==> src/rtl/cpu_pkg.sv <==
// rtl/cpu_pkg.sv - shared opcodes, state encoding and defaults for the accumulator CPU controller
package cpu_pkg;

  localparam logic [1:0] OP_LDA = 2'b00;
  localparam logic [1:0] OP_STA = 2'b01;
  localparam logic [1:0] OP_JMP = 2'b10;
  localparam logic [1:0] OP_ADD = 2'b11;

  localparam int WAIT_TIMEOUT_DEFAULT = 15;

  typedef enum logic [2:0] {
    ST_RESET  = 3'd0,
    ST_FETCH  = 3'd1,
    ST_DECODE = 3'd2,
    ST_EX_LDA = 3'd3,
    ST_EX_STA = 3'd4,
    ST_EX_JMP = 3'd5,
    ST_EX_ADD = 3'd6,
    ST_HALT   = 3'd7
  } state_t;

  // States that hold a memory strobe and wait for mem_ready
  function automatic logic is_mem_state(input state_t s);
    return (s == ST_FETCH) || (s == ST_EX_LDA) || (s == ST_EX_STA);
  endfunction

endpackage

==> src/rtl/cpu_controller_if.sv <==
// rtl/cpu_controller_if.sv - controller <-> datapath/memory control bundle
interface cpu_controller_if;

  logic [1:0] op_code;
  logic       mem_ready;

  logic       ir_on_adr;
  logic       pc_on_adr;
  logic       data_on_dbus;
  logic       dbus_on_data;
  logic       alu_on_dbus;
  logic       ld_ir;
  logic       ld_ac;
  logic       ld_pc;
  logic       inc_pc;
  logic       clr_pc;
  logic       pass;
  logic       add;
  logic       mem_rd;
  logic       mem_wr;
  logic       halted;
  logic [7:0] instr_count;

  modport master (
    input  op_code, mem_ready,
    output ir_on_adr, pc_on_adr, data_on_dbus, dbus_on_data, alu_on_dbus,
           ld_ir, ld_ac, ld_pc, inc_pc, clr_pc, pass, add, mem_rd, mem_wr,
           halted, instr_count
  );

  modport slave (
    output op_code, mem_ready,
    input  ir_on_adr, pc_on_adr, data_on_dbus, dbus_on_data, alu_on_dbus,
           ld_ir, ld_ac, ld_pc, inc_pc, clr_pc, pass, add, mem_rd, mem_wr,
           halted, instr_count
  );

endinterface

==> src/rtl/cpu_controller_wait_timer.sv <==
// rtl/cpu_controller_wait_timer.sv - memory wait-cycle counter with expiry flag
module wait_timer #(
  parameter int LIMIT = 15
) (
  input  logic clk,
  input  logic rst_n,
  input  logic clear,
  input  logic enable,
  output logic expired
);

  // Expired means the current low cycle is the LIMIT-th one in a row
  localparam logic [7:0] LAST = 8'(LIMIT - 1);

  logic [7:0] count;

  // Count consecutive not-ready cycles; clear has priority
  always_ff @(posedge clk or negedge rst_n) begin
    if (!rst_n) begin
      count <= 8'd0;
    end else if (clear) begin
      count <= 8'd0;
    end else if (enable) begin
      count <= count + 8'd1;
    end
  end

  assign expired = (count >= LAST);

endmodule

==> src/rtl/cpu_controller.sv <==
// rtl/cpu_controller.sv - fetch/decode/execute sequencer for the 8-bit accumulator CPU
module cpu_controller
  import cpu_pkg::*;
#(
  parameter int WAIT_TIMEOUT = WAIT_TIMEOUT_DEFAULT
) (
  input logic              clk,
  input logic              rst_n,
  cpu_controller_if.master bus
);

  state_t     state;
  state_t     state_next;
  logic       in_mem;
  logic       timer_clear;
  logic       timer_enable;
  logic       timer_expired;
  logic       retire;
  logic [7:0] count;

  // The timer only runs while a memory state is stalled; any other state
  // or a completed transfer clears it, which also covers state entry.
  assign in_mem       = is_mem_state(state);
  assign timer_clear  = !in_mem || bus.mem_ready;
  assign timer_enable = in_mem && !bus.mem_ready;

  wait_timer #(
    .LIMIT(WAIT_TIMEOUT)
  ) u_wait_timer (
    .clk    (clk),
    .rst_n  (rst_n),
    .clear  (timer_clear),
    .enable (timer_enable),
    .expired(timer_expired)
  );

  // State register
  always_ff @(posedge clk or negedge rst_n) begin
    if (!rst_n) begin
      state <= ST_RESET;
    end else begin
      state <= state_next;
    end
  end

  // Retired-instruction counter, wraps naturally at 8 bits
  always_ff @(posedge clk or negedge rst_n) begin
    if (!rst_n) begin
      count <= 8'd0;
    end else if (retire) begin
      count <= count + 8'd1;
    end
  end

  assign bus.instr_count = count;

  // Next state and strobes; load strobes in memory states wait for mem_ready
  always_comb begin
    state_next       = state;
    retire           = 1'b0;
    bus.ir_on_adr    = 1'b0;
    bus.pc_on_adr    = 1'b0;
    bus.data_on_dbus = 1'b0;
    bus.dbus_on_data = 1'b0;
    bus.alu_on_dbus  = 1'b0;
    bus.ld_ir        = 1'b0;
    bus.ld_ac        = 1'b0;
    bus.ld_pc        = 1'b0;
    bus.inc_pc       = 1'b0;
    bus.clr_pc       = 1'b0;
    bus.pass         = 1'b0;
    bus.add          = 1'b0;
    bus.mem_rd       = 1'b0;
    bus.mem_wr       = 1'b0;
    bus.halted       = 1'b0;

    case (state)
      ST_RESET: begin
        bus.clr_pc = 1'b1;
        state_next = ST_FETCH;
      end

      ST_FETCH: begin
        bus.pc_on_adr    = 1'b1;
        bus.mem_rd       = 1'b1;
        bus.data_on_dbus = 1'b1;
        if (bus.mem_ready) begin
          bus.ld_ir  = 1'b1;
          bus.inc_pc = 1'b1;
          state_next = ST_DECODE;
        end else if (timer_expired) begin
          state_next = ST_HALT;
        end
      end

      ST_DECODE: begin
        case (bus.op_code)
          OP_LDA:  state_next = ST_EX_LDA;
          OP_STA:  state_next = ST_EX_STA;
          OP_JMP:  state_next = ST_EX_JMP;
          default: state_next = ST_EX_ADD;
        endcase
      end

      ST_EX_LDA: begin
        bus.ir_on_adr    = 1'b1;
        bus.mem_rd       = 1'b1;
        bus.data_on_dbus = 1'b1;
        if (bus.mem_ready) begin
          bus.ld_ac  = 1'b1;
          retire     = 1'b1;
          state_next = ST_FETCH;
        end else if (timer_expired) begin
          state_next = ST_HALT;
        end
      end

      ST_EX_STA: begin
        bus.ir_on_adr    = 1'b1;
        bus.pass         = 1'b1;
        bus.alu_on_dbus  = 1'b1;
        bus.dbus_on_data = 1'b1;
        bus.mem_wr       = 1'b1;
        if (bus.mem_ready) begin
          retire     = 1'b1;
          state_next = ST_FETCH;
        end else if (timer_expired) begin
          state_next = ST_HALT;
        end
      end

      ST_EX_JMP: begin
        bus.ld_pc  = 1'b1;
        retire     = 1'b1;
        state_next = ST_FETCH;
      end

      ST_EX_ADD: begin
        bus.add         = 1'b1;
        bus.alu_on_dbus = 1'b1;
        bus.ld_ac       = 1'b1;
        retire          = 1'b1;
        state_next      = ST_FETCH;
      end

      ST_HALT: begin
        bus.halted = 1'b1;
        state_next = ST_HALT;
      end

      default: begin
        state_next = ST_RESET;
      end
    endcase
  end

endmodule

==> src/flat_wrapper.sv <==
// flat-port wrapper written by rule: the top's interface ports become plain ports
module cpu_controller_flat import cpu_pkg::*;
#(
  parameter int WAIT_TIMEOUT = WAIT_TIMEOUT_DEFAULT
)
  (clk, rst_n, bus_op_code, bus_mem_ready, bus_ir_on_adr, bus_pc_on_adr, bus_data_on_dbus, bus_dbus_on_data, bus_alu_on_dbus, bus_ld_ir, bus_ld_ac, bus_ld_pc, bus_inc_pc, bus_clr_pc, bus_pass, bus_add, bus_mem_rd, bus_mem_wr, bus_halted, bus_instr_count);
  cpu_controller_if bus_i ();
  input logic clk;
  input logic rst_n;
  input wire logic [$bits(bus_i.op_code)-1:0] bus_op_code;
  input wire logic [$bits(bus_i.mem_ready)-1:0] bus_mem_ready;
  output wire logic [$bits(bus_i.ir_on_adr)-1:0] bus_ir_on_adr;
  output wire logic [$bits(bus_i.pc_on_adr)-1:0] bus_pc_on_adr;
  output wire logic [$bits(bus_i.data_on_dbus)-1:0] bus_data_on_dbus;
  output wire logic [$bits(bus_i.dbus_on_data)-1:0] bus_dbus_on_data;
  output wire logic [$bits(bus_i.alu_on_dbus)-1:0] bus_alu_on_dbus;
  output wire logic [$bits(bus_i.ld_ir)-1:0] bus_ld_ir;
  output wire logic [$bits(bus_i.ld_ac)-1:0] bus_ld_ac;
  output wire logic [$bits(bus_i.ld_pc)-1:0] bus_ld_pc;
  output wire logic [$bits(bus_i.inc_pc)-1:0] bus_inc_pc;
  output wire logic [$bits(bus_i.clr_pc)-1:0] bus_clr_pc;
  output wire logic [$bits(bus_i.pass)-1:0] bus_pass;
  output wire logic [$bits(bus_i.add)-1:0] bus_add;
  output wire logic [$bits(bus_i.mem_rd)-1:0] bus_mem_rd;
  output wire logic [$bits(bus_i.mem_wr)-1:0] bus_mem_wr;
  output wire logic [$bits(bus_i.halted)-1:0] bus_halted;
  output wire logic [$bits(bus_i.instr_count)-1:0] bus_instr_count;
  assign bus_i.op_code = bus_op_code;
  assign bus_i.mem_ready = bus_mem_ready;
  assign bus_ir_on_adr = bus_i.ir_on_adr;
  assign bus_pc_on_adr = bus_i.pc_on_adr;
  assign bus_data_on_dbus = bus_i.data_on_dbus;
  assign bus_dbus_on_data = bus_i.dbus_on_data;
  assign bus_alu_on_dbus = bus_i.alu_on_dbus;
  assign bus_ld_ir = bus_i.ld_ir;
  assign bus_ld_ac = bus_i.ld_ac;
  assign bus_ld_pc = bus_i.ld_pc;
  assign bus_inc_pc = bus_i.inc_pc;
  assign bus_clr_pc = bus_i.clr_pc;
  assign bus_pass = bus_i.pass;
  assign bus_add = bus_i.add;
  assign bus_mem_rd = bus_i.mem_rd;
  assign bus_mem_wr = bus_i.mem_wr;
  assign bus_halted = bus_i.halted;
  assign bus_instr_count = bus_i.instr_count;
  cpu_controller #(.WAIT_TIMEOUT(WAIT_TIMEOUT)) u_core (.clk(clk), .rst_n(rst_n), .bus(bus_i));
endmodule
==> config.mk <==
export PLATFORM = sky130hd
export DESIGN_NAME = cpu_controller_flat
export DESIGN_NICKNAME = d
export VERILOG_FILES = /design/src/rtl/cpu_pkg.sv /design/src/rtl/cpu_controller_if.sv /design/src/rtl/cpu_controller_wait_timer.sv /design/src/rtl/cpu_controller.sv /design/src/flat_wrapper.sv
export SDC_FILE = /design/constraint.sdc
export NUM_CORES = 1
export LEC_CHECK = 0
export ABC_AREA = 1
export CAP_MARGIN = 40
export CORE_MARGIN = 4
export CORE_UTILIZATION = 45
export DETAILED_ROUTE_END_ITERATION = 10
export GPL_TIMING_DRIVEN = 0
export PLACE_DENSITY = 0.73
export SLEW_MARGIN = 5
export SYNTH_ARGS = -nofsm -noshare
export SYNTH_HDL_FRONTEND = slang
export SYNTH_HIERARCHICAL = 1
export SYNTH_SLANG_ARGS = --single-unit
==> constraint.sdc <==
create_clock -name clk -period 1.44 [get_ports clk]
set_input_delay 0.288 -clock clk [delete_from_list [all_inputs] [get_ports clk]]
set_output_delay 0.288 -clock clk [all_outputs]
set_load 0.02 [all_outputs]
==> impl_metrics.json <==
{
  "outcome": "complete, but fails checks",
  "violations": "negative setup slack",
  "root_buffer": "clkbuf_4",
  "synthTopCellsByArea": "dfrtp_1 36%, nand2_1 17%, nand3_1 7.9%, inv_1 7.4%, ha_1 4.7%",
  "hold_violations": 0,
  "critPathMaxFanout": 4,
  "die_h_microns": 62.3,
  "worstSetupPathType": "reg2out",
  "detail_route.wl_per_cell_microns": 12.7,
  "numCtsBuffers": 3,
  "cp-start-kind": "flop",
  "fin_crit_ns": 1.71,
  "grt_antenna_before_repair": 0,
  "postCtsHoldBufs": 0,
  "drtAntennaViolNets": 0,
  "syn-cell-area_sq_um": 1330,
  "ys_ff_latch": 19,
  "vdd_ir_drop_max_mv": 0.392,
  "cp-end-kind": "output port",
  "arrival_ns": 1.42,
  "dieWidth_microns": 62.3,
  "fin_skew_ns": 0.00189,
  "place_area_sq_um": 1670,
  "clk_latency_ns": 0.30,
  "fin_setup_tns_ns": -3.66,
  "drtIter0Drc": 104,
  "rsz0062_at_grt": "true",
  "cts_sinks": 19,
  "num_antenna_cells": 0,
  "setup_ws_ns": -0.266,
  "grt_max_degree": 20,
  "vias_per_cell": 5.12,
  "core_area_sq_um": 2780,
  "dp_slack_ns": -0.753,
  "drv_cap": 0,
  "maxSlewViolCount": 0,
  "design.die.area_sq_um": 3880,
  "htreeDepth": 1,
  "grt-ovfl-total": 0,
  "min_path_type": "in2async",
  "syn_avg_cell_area_sq_um": 7.02,
  "synth_cell_types": 24,
  "ys_seq_area_share_pct": 35.8,
  "layout-drive-gt1-share_pct": 36.2,
  "start_util_pct": 47.7,
  "finalSetupViolCount": 24,
  "grt_pass1_wl_microns": 5640,
  "post-route-period-util_pct": 118,
  "vias": 1362,
  "cts_tree": "done",
  "netlist_instances": 189,
  "crit_required_ns": 1.15,
  "cts_max_path_buffers": 2,
  "drc": 0,
  "max_freq_ghz": 0.586,
  "maxSlewHeadroom_pct": 42.3,
  "dp_hpwl_microns": 2270,
  "routed_wl_microns": 3370,
  "fin_area_sq_um": 1930,
  "synth.largest_area_cell": "dfrtp_1",
  "tightest_slew_ns": 0.862,
  "io_pins": 28,
  "leakagePower_uw": 0.000968,
  "track_usage_pct": 17.3,
  "core.rowCount": 19,
  "dr.pass1.iters": 4,
  "power_density_nw_per_um2": 438,
  "synth_nets": 199,
  "clkSlewWorstSetupHoldPaths_ns": 0.11,
  "ys_warn_count": 6,
  "synth_top_area_share_pct": 35.8,
  "power_uw": 846,
  "place_congestion": 0.820,
  "final_net_count": 246,
  "grt_pass1_vias": 1341,
  "portBuffers": 27,
  "area_growth_pct": 45.5
}
==> where the power goes <==
| part | internal (uW) | switching, uW | total [uW] | leakage, uW |
|---|---|---|---|---|
| logic | 13.6 | 23.1 | 36.7 | 0.000704 |
| clock network | 108 | 168 | 276 | 0.0000150 |
| registers | 533 | 0 | 533 | 0.000249 |
==> through the flow <==
| step | utilization, % | hold slack, ns | cells |
|---|---|---|---|
| floorplan | - | -0.00759 | 189 |
| global placement | 60.0 | 0.529 | 247 |
| detailed placement | 60.0 | 0.544 | 247 |
| CTS | 64.9 | 0.485 | 259 |
| global route | 69.4 | 0.529 | 266 |
| finish | 69.4 | 0.470 | 266 |
==> placed cells by master, fill, tap and decap left out, types with 2 or more instances in the layout <==
cell type	n
nor3_1	2
clkdlybuf4s15_1	3
a21oi_1	3
nor2_2	2
clkdlybuf4s50_1	3
inv_4	4
nand3_2	6
nand2_4	9
inv_2	6
buf_6	18
buf_2	3
nand2_2	5
nor2_1	11
o21ai_1	3
xor2_1	2
nand4_1	5
buf_4	14
nor2_4	7
dfrtp_2	2
ha_1	5
o21ai_0	2
nand2_1	49
dfrtp_1	17
dlygate4sd2_1	6
clkbuf_4	3
inv_1	20
a21oi_2	3
nand3_1	15
==> routing by layer <==
metal | GRT usage, % | vias up | share of wire, %
li1 | - | 682 | -
met1 | 18.8 | 638 | 41
met2 | 31.0 | 35 | 52
met3 | 3.78 | 7 | 4.9
met4 | 8.75 | 0 | 1.2
met5 | 0 | - | 0
==> synth_stat cells (all sizes together) <==
master,count
nand2,63
a21oi,6
ha,5
nor2,20
nor3,2
or2,1
xor2,2
nand3,22
nand4,5
inv,31
o211ai,1
o21ai,5
buf,5
dfrtp,19
o21bai,1
xnor2,1
==> critical path: stages, from the launching register on <==
cell,delay (ns)
dfrtp_2,0.49
inv_4,0.10
buf_4,0.11
buf_6,0.09
nand2_2,0.07
nor2_4,0.14
buf_6,0.13
==> worst paths after layout <==
check / slack (ns) / cells past startpoint / startpoint / endpoint
hold reg to reg: 0.56 / 2 / u_core/u_wait_timer/count[6]$_DFFE_PN0P_ / u_core/u_wait_timer/count[6]$_DFFE_PN0P_
min in group clk: 0.56 / 2 / u_core/u_wait_timer/count[6]$_DFFE_PN0P_ / u_core/u_wait_timer/count[6]$_DFFE_PN0P_
max in group asynchronous: 0.39 / 1 / rst_n / u_core/state[0]$_DFF_PN0_
setup reg to reg: -0.22 / 12 / u_core/state[1]$_DFF_PN0_ / u_core/u_wait_timer/count[6]$_DFFE_PN0P_
setup / recovery: -0.27 / 6 / u_core/state[1]$_DFF_PN0_ / bus_clr_pc
hold / removal: 0.47 / 1 / rst_n / u_core/bus.instr_count[0]$_DFFE_PN0P_
==> kinds of logic after synthesis <==
logic type,synth area share (%)
XOR/XNOR,1.98
AO/OA/AOI/OAI,5.28
flip-flops,35.8
adder cells (fa/ha/maj),4.72
AND/OR/NAND/NOR,39.9
buffers and inverters,12.3
==> layout make-up <==
type	instances	area [sq um]
buffer	5	52.6
clock buffer	4	26.3
fill	211	852
inverter	31	131
multi-input combinational	134	820
sequential	19	478
tap	31	38.8
timing repair buffer	42	383
==> timing repair <==
item,4_1_cts,5_1_grt
setup buffers,8,8
resized for setup,115,25
setup endpoints to repair,31,29
pin swaps,6,7
==> registers in the layout (all words and copies together) (netlist names) <==
| name | flops |
|---|---|
| u_core/bus.instr_count | 8 |
| u_core/u_wait_timer/count | 8 |
| u_core/state | 3 |
(Power assumes the default switching activity.)
